**config.mk**
```make
export PLATFORM = sky130hd
export DESIGN_NAME = gate_send_ceu
export DESIGN_NICKNAME = d
export VERILOG_FILES = /design/src/rtl/gate_send_ceu_pkg.sv /design/src/rtl/gate_send_ceu_cap_table.sv /design/src/rtl/gate_send_ceu.sv
export SDC_FILE = /design/constraint.sdc
export NUM_CORES = 1
export LEC_CHECK = 0
export BUFFER_PORTS_ARGS = -buffer_cell sky130_fd_sc_hd__buf_4
export CORE_MARGIN = 10
export CORE_UTILIZATION = 35
export CTS_CLUSTER_SIZE = 20
export DETAILED_ROUTE_END_ITERATION = 10
export PLACE_DENSITY = 0.54
export SYNTH_ARGS = -nofsm -noshare
export SYNTH_HDL_FRONTEND = slang
export SYNTH_HIERARCHICAL = 1
export SYNTH_SLANG_ARGS = --single-unit
```
**constraint.sdc**
```tcl
create_clock -name aclk -period 2.5 [get_ports aclk]
set_input_delay 0.125 -clock aclk [delete_from_list [all_inputs] [get_ports aclk]]
set_output_delay 0.125 -clock aclk [all_outputs]
set_load 0.005 [all_outputs]
```
**src/rtl/gate_send_ceu_pkg.sv**
```systemverilog
// Shared route-word layout, capability entry type and send-gate FSM states.
// Used by the send gate and by the capability table it owns.
package lynxTypes;

  localparam int ROUTE_BITS     = 14;
  localparam int ROUTE_UL_LSB   = 6;
  localparam int ROUTE_UL_MSB   = 9;
  localparam int ROUTE_SEQ_LSB  = 2;
  localparam int ROUTE_SEQ_MSB  = 5;
  localparam int ROUTE_PORT_MSB = 1;
  localparam int CAP_GRANT_BIT  = 13;

  typedef struct packed {
    logic       valid;
    logic [3:0] ul;
  } cap_entry_t;

  typedef enum logic [1:0] {
    IDLE  = 2'd0,
    CHECK = 2'd1,
    SEND  = 2'd2,
    DENY  = 2'd3
  } gate_state_e;

  // Reserved bits [13:10] are always zero.
  function automatic logic [ROUTE_BITS-1:0] route_pack(input logic [3:0] ul,
                                                       input logic [3:0] seq,
                                                       input logic [1:0] port);
    return {4'b0000, ul, seq, port};
  endfunction

endpackage

```
**src/rtl/gate_send_ceu_cap_table.sv**
```systemverilog
// Per-destination capability register file: one host write port, one
// combinational read port. Out-of-range destinations never hit.
module gate_cap_table
  import lynxTypes::*;
#(
  parameter int N_DESTS = 4
) (
  input  logic       clk,
  input  logic       rst_n,
  input  logic       wr_en,
  input  logic [1:0] wr_dest,
  input  cap_entry_t wr_entry,
  input  logic [1:0] rd_dest,
  output logic       rd_hit,
  output cap_entry_t rd_entry
);

  cap_entry_t table_q [N_DESTS];
  cap_entry_t table_d [N_DESTS];

  always_comb begin
    table_d = table_q;
    if (wr_en) begin
      for (int unsigned i = 0; i < N_DESTS; i++) begin
        if (wr_dest == 2'(i)) table_d[i] = wr_entry;
      end
    end
  end

  // Reads come straight from the registers, so a same-cycle write is not visible.
  always_comb begin
    rd_hit   = 1'b0;
    rd_entry = '0;
    for (int unsigned i = 0; i < N_DESTS; i++) begin
      if (rd_dest == 2'(i)) begin
        rd_hit   = 1'b1;
        rd_entry = table_q[i];
      end
    end
  end

  always_ff @(posedge clk or negedge rst_n) begin
    if (!rst_n) begin
      for (int unsigned i = 0; i < N_DESTS; i++) table_q[i] <= '0;
    end else begin
      table_q <= table_d;
    end
  end

endmodule

```
**src/rtl/gate_send_ceu.sv**
```systemverilog
// Send-side capability gate: checks each outgoing request against the host
// programmed table and emits a route word on grant, or a deny pulse otherwise.
module gate_send_ceu
  import lynxTypes::*;
#(
  parameter int N_DESTS    = 4,
  parameter int ROUTE_BITS = 14,
  parameter int UL_ID_BITS = 4,
  parameter int CNT_BITS   = 16
) (
  input  logic                  aclk,
  input  logic                  aresetn,
  input  logic                  host_cap_valid,
  input  logic [ROUTE_BITS-1:0] host_cap_in,
  input  logic                  send_req_valid,
  output logic                  send_req_ready,
  input  logic [UL_ID_BITS-1:0] send_req_ul_id,
  input  logic [1:0]            send_req_dest,
  output logic                  route_out_valid,
  input  logic                  route_out_ready,
  output logic [ROUTE_BITS-1:0] route_out,
  output logic                  deny_valid,
  output logic [CNT_BITS-1:0]   deny_count
);

  gate_state_e   state_q, state_d;
  logic          run_q;
  logic [3:0]    ul_q, ul_d;
  logic [1:0]    dest_q, dest_d;
  logic [13:0]   route_q, route_d;
  logic [3:0]    seq_q [N_DESTS];
  logic [3:0]    seq_d [N_DESTS];
  logic [3:0]    seq_rd;
  logic [CNT_BITS-1:0] deny_cnt_q, deny_cnt_d;

  cap_entry_t    wr_entry;
  cap_entry_t    rd_entry;
  logic          rd_hit;
  logic          unused_host_bits;

  assign wr_entry.valid   = host_cap_in[CAP_GRANT_BIT];
  assign wr_entry.ul      = host_cap_in[ROUTE_UL_MSB:ROUTE_UL_LSB];
  assign unused_host_bits = ^{host_cap_in[12:10], host_cap_in[ROUTE_SEQ_MSB:ROUTE_SEQ_LSB]};

  gate_cap_table #(
    .N_DESTS (N_DESTS)
  ) u_cap_table (
    .clk      (aclk),
    .rst_n    (aresetn),
    .wr_en    (host_cap_valid),
    .wr_dest  (host_cap_in[ROUTE_PORT_MSB:0]),
    .wr_entry (wr_entry),
    .rd_dest  (dest_q),
    .rd_hit   (rd_hit),
    .rd_entry (rd_entry)
  );

  always_comb begin
    seq_rd = '0;
    for (int unsigned i = 0; i < N_DESTS; i++) begin
      if (dest_q == 2'(i)) seq_rd = seq_q[i];
    end
  end

  // run_q holds ready low until the first clock edge after reset release.
  assign send_req_ready  = (state_q == IDLE) && run_q;
  assign route_out_valid = (state_q == SEND);
  assign deny_valid      = (state_q == DENY);
  assign route_out       = ROUTE_BITS'(route_q);
  assign deny_count      = deny_cnt_q;

  always_comb begin
    state_d    = state_q;
    ul_d       = ul_q;
    dest_d     = dest_q;
    route_d    = route_q;
    seq_d      = seq_q;
    deny_cnt_d = deny_cnt_q;
    unique case (state_q)
      IDLE: begin
        if (send_req_valid && send_req_ready) begin
          ul_d    = 4'(send_req_ul_id);
          dest_d  = send_req_dest;
          state_d = CHECK;
        end
      end
      CHECK: begin
        if (rd_hit && rd_entry.valid && (rd_entry.ul == ul_q)) begin
          route_d = route_pack(ul_q, seq_rd, dest_q);
          state_d = SEND;
        end else begin
          state_d = DENY;
        end
      end
      SEND: begin
        if (route_out_ready) begin
          for (int unsigned i = 0; i < N_DESTS; i++) begin
            if (dest_q == 2'(i)) seq_d[i] = seq_q[i] + 4'd1;
          end
          state_d = IDLE;
        end
      end
      DENY: begin
        if (deny_cnt_q != '1) deny_cnt_d = deny_cnt_q + 1'b1;
        state_d = IDLE;
      end
      default: state_d = IDLE;
    endcase
  end

  always_ff @(posedge aclk or negedge aresetn) begin
    if (!aresetn) begin
      state_q    <= IDLE;
      run_q      <= 1'b0;
      ul_q       <= '0;
      dest_q     <= '0;
      route_q    <= '0;
      deny_cnt_q <= '0;
      for (int unsigned i = 0; i < N_DESTS; i++) seq_q[i] <= '0;
    end else begin
      state_q    <= state_d;
      run_q      <= 1'b1;
      ul_q       <= ul_d;
      dest_q     <= dest_d;
      route_q    <= route_d;
      deny_cnt_q <= deny_cnt_d;
      seq_q      <= seq_d;
    end
  end

endmodule

```
---- Word-level counts from Yosys, hierarchy flattened ----
Index checks and enable logic that the tools add are counted.
W data, S select, Z words.
word-level totals
  flip-flop bits (word level) ............. 71
  latch bits .............................. 0
  memory bits (writable) .................. 0
  ROM bits ................................ 0
  bits of input ports ..................... 25
  output and inout bits ................... 33
  word-level logic and storage cells ...... 71
  memories kept ........................... 0
cells by class
  $add $sub $neg .......................... 5
  multiply operators ...................... 0
  divide/modulo/power cells ............... 0
  order comparisons ....................... 0
  equal/unequal tests ..................... 13
  shifts and indexed selects .............. 0
  mux-type cells .......................... 16
  bitwise gates (word level) .............. 0
  reductions and logical operators ........ 19
operator list
  kind                     count
  $mux W5                  4
  $add A16 B1 Y16 const B  1
  $add A4 B1 Y4 const B    4
  $mux W4                  4
  $ne A16 B16 Y1 const B   1
  $reduce_and A2 Y1        8
  $eq A2 B2 Y1 const B     6
  $reduce_and A3 Y1        4
  $pmux W2 S4              1
  $eq A2 B1 Y1 const B     3
  $logic_not A2 Y1         3
  $mux W1                  5
  $eq A4 B4 Y1             1
  $logic_and A1 B1 Y1      4
  $mux W2                  2
  $ne A2 B1 Y1 const B     2

---- Longest topological paths before layout ----
Gate-level depths: netlist of run 1.
  word-level depth ........................ 9
  depth in mapped cells ................... 7
  depth with buffers taken out ............ 5

---- Modules after synthesis ----
Netlist of run 1, hierarchy kept.
modules (own cells, without submodules)
  module          instances  cells an instance  area an instance (um^2)  sequential area each (um^2)
  gate_send_ceu   1          188                2404.8                   1276.2
  gate_cap_table  1          52                 907.1                    500.5

---- Worst setup path before layout of run 1 ----
OpenSTA, ideal clock, no wires.
  kind .................................... flip-flop to flip-flop
  from .................................... register dest_q[0]
  to ...................................... register route_q[0] (netlist: route_out[0])
  library setup time ...................... 0.125 ns
  data arrival time ....................... 2.218 ns
  required time ........................... 2.375 ns
  setup slack ............................. 0.157 ns
  cell stages (with the launch flop) ...... 8
  path buffers ............................ 2
  period minus slack after synthesis ...... 2.343 ns
  path through ............................ dfrtp_1 > buf_6 > mux4_1 > xnor2_1 > nand3_1 > or4_4 > buf_6 > mux2_4
RTL lines
  element                   RTL line              RTL
  start: declaration        gate_send_ceu.sv:29   logic [1:0] dest_q, dest_d;
  start signal: assignment  gate_send_ceu.sv:124  dest_q <= dest_d;
  end signal: assignment    gate_send_ceu.sv:125  route_q <= route_d;
  end: declaration          gate_send_ceu.sv:30   logic [13:0] route_q, route_d;

==> metrics.md, run 1 <==
| Metric | Value |
|---|---|
| Final setup viols | 0 |
| Area of the multi-input gates | between 1000 and 1500 um^2 |
| Layout Cells excl Fill | about 430 |
| Worst clock skew | approximately 10 ps |
| Number of port buffers | between 40 and 50 |
| Drt drc | 0 |
| CTS tree | built |
| WP data arrival | between 2000 and 3000 ps |
| Drt wl/cell | between 15 and 20 um |
| Synth warnings | 6 |
| Site Rows | 35 |
| Sequential share of power | between 40% and 50% |
| Met3 WL | 295 um |
| PwrDens | 947.7 nW/um^2 |
| Cells after Synth | 240 |
| CP Launch Type | flop |
| Routed length on met2 | roughly 3000 um |
| Most used DFF post-synth | dfrtp_1 |
| Initial antenna violation count | 0 |
| Count leader, synth | dfrtp_1 |
| Cell Area, Synth | 3312 um^2 |
| Placed cells | between 400 and 500 |
| Pins over their slew limit | 0 |
| Hold Worst Slack | between 20 and 25 ps |
| Final worst-path cycle share | between 90 and 100% |
| Distinct cell type count after synthesis | 39 |
| Maximum vdd drop | around 0.33 mV |
| Clock power share | around 28% |
| Total GRT Usage | 10.40% |
| Total power | between 3 and 4 mW |
| Remaining Overflow, GRT | 0 |
| Boundary Pins | 58 |
| Core Region | 9240 um^2 |
| Initial Utilization | a little over a third |
| Static Leakage | between 1.5 and 2 nW |
| Sw Ratio | between 20% and 30% |
| Ranking of synthesized cells by area | dfrtp_1 54%, mux2_2 11%, mux4_2 4.8%, mux2_4 4.5%, xor2_1 4.0% |
| Chip width | 117.3 um |
| Via density | approximately 4.7 |
| Worst Path Required | between 2000 and 3000 ps |
| DP Wirelength | around 4800 um |
| Area delta synth->final | 22.59% |
| Post-synth EDFFs | 0 |
| Min Tclk post-route | ~2300 ps |
| Final Net Count | roughly 330 |
| First-pass GRT wire length | approximately 11000 um |
| Final Hold Viols | 0 |
| Post-synth top area cell | dfrtp_1 |
| Worst skew pair latency | approximately 340 ps |
| Vias in the first global route | ~2000 |
| Total number of vias | between 2000 and 2500 |
| WP buf/inv | 1 |
| Syn_area_per_cell | approximately 14 um^2 |
| Setup Crit Path Kind | flop to flop |
| Commonest cells in the netlist | 71 x dfrtp_1, 31 x mux2_2, 15 x xor2_1 |
| Post-CTS Setup Bufs | 0 |
| Maximum fanout along the worst path | 10 |
| Worst path top cell family by delay | multiplexers |
| Clock buffer depth | 2 |
| Die area | roughly 14000 um^2 |
| Critical path capture point type | flop |
| Largest net degree at the start of global routing | a little over 70 |
| Setup TNS | 0 ps |
| Die height | around 120 um |
| Pint | 2.720 mW |
| Worst Setup Slack, final | 187.9 ps |
| CP max stage cell | or4_4 |
| Drt first-iter violations | between 80 and 90 |
| M1 WL | 3283 um |
| Layout cells sized above 1 | roughly two fifths |
| Number of nets with antenna violations after routing | 0 |
| Pre-CTS setup slack | around 11 ps |
| Worst-margin pin slew | between 800 and 900 ps |
| #FFs+latches synth | 71 |
| Root Driver | clkbuf_8 |
| Pre-Repair DR Iteration Count | 4 |
| Total net switching power | approximately 1.1 mW |
| Part of the power in combinational logic | a little over a quarter |
| Async set-reset flop share out of synthesis | 100.0% |
| WL final | about 6700 um |
| TritonCTS buffer count | 9 |
| Unrepaired setup endpoints after global routing | false |
| Min-Delay Path Class | input port to flop |
| Fmax | 432.5 MHz |
| Sequential fraction of the synthesis area | 53.65% |
| Crit path largest cell delay | a little over 600 ps |
| MaxCap Viol Count | 0 |
| FF+latch area | around 1800 um^2 |
| Rel. slew slack | between 40% and 50% |
| # fillers | 869 |
| # H-tree levels | 3 |
| Worst-path clk slew | about 80 ps |
| Synth top area share | between 50% and 60% |
| Clock Sinks | around 70 |
| Status | finished clean |
| Inserted Diodes | 0 |
| Global placer's final weighted congestion | 0.7518 |
| Cell Chain, Critical Path | buf_4, mux4_2, xor2_1, or4_4, mux2_4 |
| DR top layer | met4 |
kinds of logic (layout without fill, tap and decap cells):
| group | Yosys count | after routing | share of synthesized area, % |
|---|---|---|---|
| flip-flops | 71 | 71 | 53.65 |
| AND/OR/NAND/NOR | 61 | 61 | 10.99 |
| multiplexers | 50 | 50 | 21.42 |
| XOR/XNOR | 29 | 29 | 7.669 |
| buffers and inverters | 14 | 73 | 2.644 |
| AO/OA/AOI/OAI | 7 | 7 | 1.398 |
| adder cells (fa/ha/maj) | 5 | 5 | 1.889 |
| other | 3 | 6 | 0.3400 |
per-layer routing:
metal  GRT usage [%]  vias up
li1                -      971
met1           14.53     1018
met2           14.62       34
met3           2.803        9
met4           4.695        0
met5               0        -
cell type report:
type                    instances  area share [%]
flip-flops and latches         71           43.79
multi-input cells             158           35.93
repair buffers                 55           10.42
well taps                     129           3.975
clock buffers                  12           3.821
clock inverters                 4           1.880
inverters                       2          0.1849
what timing repair did:
action | in CTS | in global routing
endpoints found under the hold margin | 74 | 0
resized for setup | 0 | 1
hold buffers | 4 | 0
endpoints found under the setup margin | 0 | 10
power by group through the flow:
stage | Sequential (mW) | Combinational [mW] | Clock [mW]
6_report | 1.73 | 1.06 | 1.06
5_1_grt | 1.79 | 1.18 | 1.15
4_1_cts | 1.74 | 1.08 | 1.09
3_5_place_dp | 1.76 | 1.07 | 0
3_3_place_gp | 1.75 | 1.06 | 0
2_1_floorplan | 1.67 | 0.753 | 0
flip-flops by register name (all words and copies together), names as in the netlist:
signal               cells
route_out               10
seq_q                   16
deny_count              16
run_q                    1
ul_q                     4
u_cap_table/table_q     20
dest_q                   2
state_q                  2
final timing paths:
check	slack (ps)	startpoint	to	depth (start not counted)
worst min-delay path	20	route_out_ready	state_q[1]	2
worst max-delay path	190	dest_q[0]	route_out[2]	5
worst min register to register	480	seq_q[3]	seq_q[3]	1
max in group asynchronous	1450	aresetn	dest_q[0]	2
min in group asynchronous	450	aresetn	ul_q[0]	2
worst max register to register	190	dest_q[0]	route_out[2]	5
layout by cell type (no fill, tap or decap), drive strengths merged, types with 6 or more instances in the layout:
master	count
conb	6
nand2	13
nand4	7
xor2	15
mux2	41
xnor2	14
clkbuf	12
buf	51
nand3	8
dfrtp	71
mux4	9
stage by stage:
step           instance area [um^2]  util [%]
3_5_place_dp                   3787     40.99
6_report                       4060     43.94
4_1_cts                        4059     43.93
2_1_floorplan                  3323         -
3_3_place_gp                   3787     40.99
5_1_grt                        4060     43.94
worst register-to-register path: cells and delay by family (launching register included):
kind          cells  cell delay [ps]
xor+xnor          1              170
simple gates      1              620
mux               2              840
flops             1              430
buf+inv           1              150
(Power assumes the default switching activity.)
==> inputs of run 2 (changes only) <==
==> constraint.sdc (replaced) <==
create_clock -name aclk -period 2.5 [get_ports aclk]
set_input_delay 0.125 -clock aclk [delete_from_list [all_inputs] [get_ports aclk]]
set_output_delay 0.125 -clock aclk [all_outputs]
set_load 0.1 [all_outputs]
==> metrics.md, run 2 (synthesis results as in run 1) <==
| Metric | Value |
|---|---|
| Final Net Count | 330 (+0.92%) |
| Fmax | 425.5 MHz (-1.6%) |
| Most frequent cells in the layout | 70 x dfrtp_1, 51 x buf_4, 31 x mux2_2, 15 x xor2_1, 14 x xnor2_1 |
| Pins over their slew limit | 0 (unchanged) |
| Pint | 2.746 mW (+0.96%) |
| Chip width | 117.3 um (unchanged) |
| Rel. slew slack | 40.56% (+0.37 points) |
| CTS tree | built |
| Final setup viols | 0 (unchanged) |
| Worst-margin pin slew | 891.6 ps (-5.540 ps) |
| Util after Layout | 44.33% (+0.39 points) |
| Sequential share of power | 37.8% (-7.2 points) |
| Site Rows | 35 (unchanged) |
| Remaining Overflow, GRT | 0 (unchanged) |
| Inserted Diodes | 0 (unchanged) |
| PwrDens | 1124 nW/um^2 (+19%) |
| Total number of vias | 2060 (+1.4%) |
| Worst skew pair latency | 340 ps (about the same) |
| Reg-to-Reg End | route_out[3] |
| Hold Path Stages | 2 (unchanged) |
| FF-to-FF setup slack | 150 ps (-40 ps) |
| MaxCap Viol Count | 0 (unchanged) |
| Setup Crit Path Kind | flop to flop |
| Via density | 4.747 (+0.68%) |
| Hold_sp | send_req_dest[0] |
| Clock power share | 22.3% (-5.3 points) |
| Pre-CTS setup slack | -45.88 ps (-56.42 ps) |
| CP Launch Type | flop |
| Die height | 117.3 um (unchanged) |
| Number of port buffers | 46 (unchanged) |
| Initial antenna violation count | 0 (unchanged) |
| TritonCTS buffer count | 9 (unchanged) |
| Top reg by flops | u_cap_table/table_q |
| Global placer's final weighted congestion | 0.7562 (+0.59%) |
| Worst R2R Path Depth | 5 (unchanged) |
| # H-tree levels | 3 (unchanged) |
| Drt first-iter violations | 71 (-12%) |
| Layout cells sized above 1 | 38.69% (-0.053 points) |
| Largest net degree at the start of global routing | 72 (unchanged) |
| Min-Delay Path Class | input port to flop |
| Worst Setup Slack, final | 149.9 ps (-38.05 ps) |
| Critical path capture point type | flop |
| Root Driver | clkbuf_8 |
| Unrepaired setup endpoints after global routing | false |
| Worst clock skew | 8.798 ps (-1.329 ps) |
| Core Region | 9240 um^2 (unchanged) |
| DP Wirelength | 4763 um (about the same) |
| WL final | 6588 um (-0.95%) |
| Maximum vdd drop | 0.4963 mV (+50%) |
| Final worst-path cycle share | 94.01% (+1.5 points) |
| Vias in the first global route | 2104 (+2.2%) |
| Static Leakage | 1.906 nW (+0.89%) |
| Largest register FFs | 20 (unchanged) |
| Most common cell after layout, fill and taps aside | dfrtp_1 |
| Boundary Pins | 58 (unchanged) |
| First-pass GRT wire length | 10830 um (-2.1%) |
| R2R Path Start | dest_q[0] |
| WP data arrival | 2570 ps (+30 ps) |
| Status | finished clean |
| Initial Utilization | 35.84% (unchanged) |
| Part of the power in combinational logic | 40.0% (+13 points) |
| Hold Path End | dest_q[0] |
| Min Tclk post-route | 2350 ps (+38.05 ps) |
| Pre-Repair DR Iteration Count | 4 (unchanged) |
| Final Hold Viols | 0 (unchanged) |
| Drt drc | 0 (unchanged) |
| Total GRT Usage | 10.29% (-0.11 points) |
| Sw Ratio | 40.38% (+11 points) |
| Maximum fanout along the worst path | 10 (unchanged) |
| Clock Sinks | 71 (unchanged) |
| Die area | 13750 um^2 (unchanged) |
| Drt wl/cell | 15.18 um (-1.6%) |
| Total net switching power | 1.859 mW (+65%) |
| Number of nets with antenna violations after routing | 0 (unchanged) |
| Clock buffer depth | 2 (unchanged) |
| Worst-path clk slew | 70 ps (about the same) |
| Area delta synth->final | 23.69% |
| Worst Path Required | 2720 ps (about the same) |
| # fillers | 864 (-0.58%) |
==> run 2: cell count changes in the layout (fill, tap and decap cells not counted) <==
| cell | before | now |
|---|---|---|
| clkbuf_1 | 1 | 2 |
| clkinv_2 | 0 | 1 |
| clkinvlp_4 | 1 | 0 |
| dlygate4sd3_1 | 4 | 7 |
| inv_6 | 1 | 0 |
| nor2b_1 | 2 | 1 |
| nor2b_2 | 0 | 1 |
| nor3b_1 | 1 | 0 |
| nor3b_4 | 1 | 2 |
==> run 2: cell type report <==
type | count | area, um^2 | share of cell area, %
tap | 129 | 161.4 | 3.940
sequential | 71 | 1778 | 43.40
multi-input combinational | 158 | 1473 | 35.95
inverter | 2 | 7.507 | 0.1833
timing repair buffer | 58 | 452.9 | 11.06
clock inverter | 3 | 65.06 | 1.588
clock buffer | 13 | 158.9 | 3.879
==> run 2: repair_timing <==
item / in CTS / in global routing
gates cloned: 0 / 0
hold buffers: 6 / 1
resized for setup: 1 / 0
pin swaps: 0 / 1
hold endpoints to repair: 76 / 1
buffers inserted: 0 / 0
setup endpoints to repair: 10 / 10
==> run 2: worst max-delay path by stage <==
stage             startpoint            end  slack (ps)  cells past startpoint
6_report           dest_q[0]   route_out[3]         150                      5
4_1_cts            dest_q[0]   route_out[3]          20                      5
3_3_place_gp       dest_q[0]   route_out[2]          30                      5
3_5_place_dp       dest_q[0]   route_out[2]         -50                      5
2_1_floorplan  deny_count[0]  deny_count[5]          20                      6
5_1_grt            dest_q[0]   route_out[3]          50                      5
==> run 2: power groups by stage <==
stage / clock (mW) / sequential [mW] / combinational (mW)
final: 1.02 / 1.74 / 1.84
after detailed placement: 0 / 1.77 / 1.85
after global placement: 0 / 1.76 / 1.84
after CTS: 1.07 / 1.75 / 1.86
after global routing: 1.12 / 1.79 / 1.97
after floorplan: 0 / 2.27 / 0.911
==> run 2: worst max-delay path: stages, from the launching register on <==
cell     delay (ps)
dfrtp_2         460
mux4_1          600
xnor2_1         160
nand3_1         110
or4_4           560
mux2_4          340
==> run 2: per-layer routing <==
layer | GRT usage [%] | share of wire [%]
met5 | 0 | 0
met4 | 6.178 | 2.5
met3 | 2.956 | 5.6
met2 | 15.52 | 46
met1 | 12.80 | 46
==> run 2: metrics by stage <==
stage | TNS, ps | cell area, um^2 | std cells | hold WS, ps | power [mW]
after floorplan | 0 | 3337 | 243 | -170.6 | 3.181
after global placement | 0 | 3801 | 411 | 324.9 | 3.594
after detailed placement | -409.2 | 3801 | 411 | 322.8 | 3.622
after CTS | 0 | 4086 | 433 | 0.4531 | 4.678
after global routing | 0 | 4096 | 434 | 11.30 | 4.879
final | 0 | 4096 | 434 | 22.44 | 4.605
==> inputs of run 3 (changes only) <==
--- a/config.mk
+++ b/config.mk
@@ -6,8 +6,8 @@
 export NUM_CORES = 1
 export LEC_CHECK = 0
 export BUFFER_PORTS_ARGS = -buffer_cell sky130_fd_sc_hd__buf_4
-export CORE_MARGIN = 10
 export CORE_UTILIZATION = 35
+export CTS_BUF_LIST = sky130_fd_sc_hd__clkbuf_16
 export CTS_CLUSTER_SIZE = 20
 export DETAILED_ROUTE_END_ITERATION = 10
 export PLACE_DENSITY = 0.54
==> metrics.md, run 3 (synthesis results as in run 1) <==
| Metric | Value |
|---|---|
| Fmax | 434.0 MHz (+2.0%) |
| Worst skew pair latency | 330 ps (about the same) |
| Largest register FFs | 20 (unchanged) |
| # fillers | 871 (+0.81%) |
| Root Driver | clkbuf_16 |
| Top reg by flops | u_cap_table/table_q |
| Pre-CTS setup slack | 22.08 ps (+67.96 ps) |
| Static Leakage | 1.910 nW (+0.22%) |
| Rel. slew slack | 40.32% (-0.24 points) |
| Setup Crit Path Kind | flop to flop |
| Util after Layout | 44.46% (+0.13 points) |
| Unrepaired setup endpoints after global routing | false |
| PwrDens | 1194 nW/um^2 (+6.2%) |
| Total GRT Usage | 13.84% (+3.6 points) |
| FF-to-FF setup slack | 200 ps (+50 ps) |
| Hold Path End | ul_q[0] |
| Worst-path clk slew | 60 ps (about the same) |
| Die height | 99.28 um (-15%) |
| Hold Worst Slack | 26.81 ps (+4.369 ps) |
| Hold Path Stages | 2 (unchanged) |
| Most common cell after layout, fill and taps aside | dfrtp_1 |
| Hold_sp | send_req_ul_id[0] |
| Largest net degree at the start of global routing | 72 (unchanged) |
| Final Net Count | 322 (-2.4%) |
| Setup TNS | 0 ps (unchanged) |
| Worst Setup Slack, final | 195.6 ps (+45.75 ps) |
| Total number of vias | 2007 (-2.6%) |
| TritonCTS buffer count | 9 (unchanged) |
| WP data arrival | 2510 ps (-60 ps) |
| Worst Path Required | 2710 ps (about the same) |
| Layout cells sized above 1 | 39.39% (+0.71 points) |
| Status | finished clean |
| Total net switching power | 1.912 mW (+2.8%) |
| Final setup viols | 0 (unchanged) |
| Initial antenna violation count | 0 (unchanged) |
| MaxCap Viol Count | 0 (unchanged) |
| CP Launch Type | flop |
| Drt first-iter violations | 59 (-17%) |
| Sw Ratio | 39.15% (-1.2 points) |
| Pint | 2.972 mW (+8.2%) |
| Reg-to-Reg End | route_out[4] |
| Site Rows | 35 (unchanged) |
| Most frequent cells in the layout | 70 x dfrtp_1, 49 x buf_4, 31 x mux2_2, 15 x xor2_1, 14 x xnor2_1 |
| Remaining Overflow, GRT | 0 (unchanged) |
| Min Tclk post-route | 2304 ps (-45.75 ps) |
| Min-Delay Path Class | input port to flop |
| First-pass GRT wire length | 10410 um (-3.9%) |
| Final instance area | 4089 um^2 (-0.18%) |
| Clock buffer depth | 2 (unchanged) |
| Core Region | 9196 um^2 (-0.47%) |
| CTS tree | built |
| Boundary Pins | 58 (unchanged) |
| Drt drc | 0 (unchanged) |
| Final worst-path cycle share | 92.18% (-1.8 points) |
| Instance area at placement | 3764 um^2 (-0.99%) |
| Initial Utilization | 36.01% (+0.17 points) |
| Final Hold Viols | 0 (unchanged) |
| Worst clock skew | 5.953 ps (-2.845 ps) |
| Inserted Diodes | 0 (unchanged) |
| Maximum vdd drop | 0.8036 mV (+62%) |
| Pre-Repair DR Iteration Count | 4 (unchanged) |
| DP Wirelength | 4248 um (-11%) |
| Die area | 9856 um^2 (-28%) |
| Number of nets with antenna violations after routing | 0 (unchanged) |
| Worst R2R Path Depth | 5 (unchanged) |
| Area delta synth->final | 23.46% |
| WL final | 6097 um (-7.5%) |
| Worst-margin pin slew | 895.2 ps (+3.611 ps) |
| Sequential share of power | 35.7% (-2.1 points) |
| Critical path capture point type | flop |
| Via density | 4.919 (+3.6%) |
| Part of the power in combinational logic | 37.0% (-3.0 points) |
| Clock power share | 27.3% (+5.0 points) |
| Maximum fanout along the worst path | 10 (unchanged) |
| Vias in the first global route | 2054 (-2.4%) |
| Drt wl/cell | 14.94 um (-1.6%) |
| Routing usage on met2 | 21.53% (+6.0 points) |
| Clock Sinks | 71 (unchanged) |
| # H-tree levels | 3 (unchanged) |
| Chip width | 99.28 um (-15%) |
| Pins over their slew limit | 0 (unchanged) |
| R2R Path Start | dest_q[0] |
| Met3 usage | 5.200% (+2.2 points) |
| Met1 Use GR | 17.92% (+5.1 points) |
| Global placer's final weighted congestion | 0.7520 (-0.56%) |
| GR peak layer | met2 |
| Number of port buffers | 46 (unchanged) |
run 3: changes by cell type in the layout (fill, tap and decap cells not counted), sizes merged:
cell / delta
clkinvlp: +2
clkbuf: -4
inv: +1
clkinv: +1
buf: -2
dlygate4sd3: -6
run 3: what timing repair did:
item | 4_1_cts | 5_1_grt
gates resized for setup | 0 | 1
buffers inserted | 0 | 0
endpoints found under the hold margin | 71 | 0
hold buffers | 1 | 0
endpoints found under the setup margin | 0 | 10
run 3: worst max-delay path, cell delays in order (launching register included):
cell and delay, ps:
dfrtp_2 440, mux4_1 590, xnor2_1 140, nand3_1 110, or4_4 560, mux2_4 340
run 3: stage by stage:
| stage | instances | power, mW |
|---|---|---|
| floorplan | 243 | 3.181 |
| global placement | 391 | 3.569 |
| detailed placement | 391 | 3.587 |
| CTS | 408 | 4.949 |
| global route | 408 | 5.138 |
| finish | 408 | 4.884 |
run 3: worst max path at each step:
stage | from | endpoint | slack [ps] | cells after the start
final | dest_q[0] | route_out[4] | 200 | 5
after global routing | dest_q[0] | route_out[4] | 80 | 5
after CTS | dest_q[0] | route_out[4] | 3 | 5
after detailed placement | dest_q[0] | route_out[4] | 20 | 5
after global placement | dest_q[0] | route_out[4] | 70 | 5
after floorplan | deny_count[0] | deny_count[5] | 20 | 6
run 3: cell type report:
cell class / count / area (um^2) / share of cell area [%]
clock buffers: 9 / 225.2 / 5.508
multi-input cells: 158 / 1473 / 36.02
repair buffers: 50 / 377.9 / 9.241
inverters: 2 / 7.507 / 0.1836
well taps: 111 / 138.9 / 3.397
clock inverters: 7 / 88.84 / 2.173
flip-flops and latches: 71 / 1778 / 43.48
run 3: power groups by stage:
stage               clock (mW)  combinational (mW)  sequential (mW)
floorplan                    0               0.911             2.27
global placement             0                1.81             1.76
detailed placement           0                1.82             1.76
CTS                       1.37                1.83             1.75
global route              1.41                1.93             1.80
finish                    1.33                1.81             1.75
run 3: per-layer routing:
| layer | share of wire (%) | wire, um |
|---|---|---|
| met5 | 0 | 0 |
| met4 | 0.77 | 47 |
| met3 | 4.3 | 262 |
| met2 | 46 | 2820 |
| met1 | 49 | 2966 |
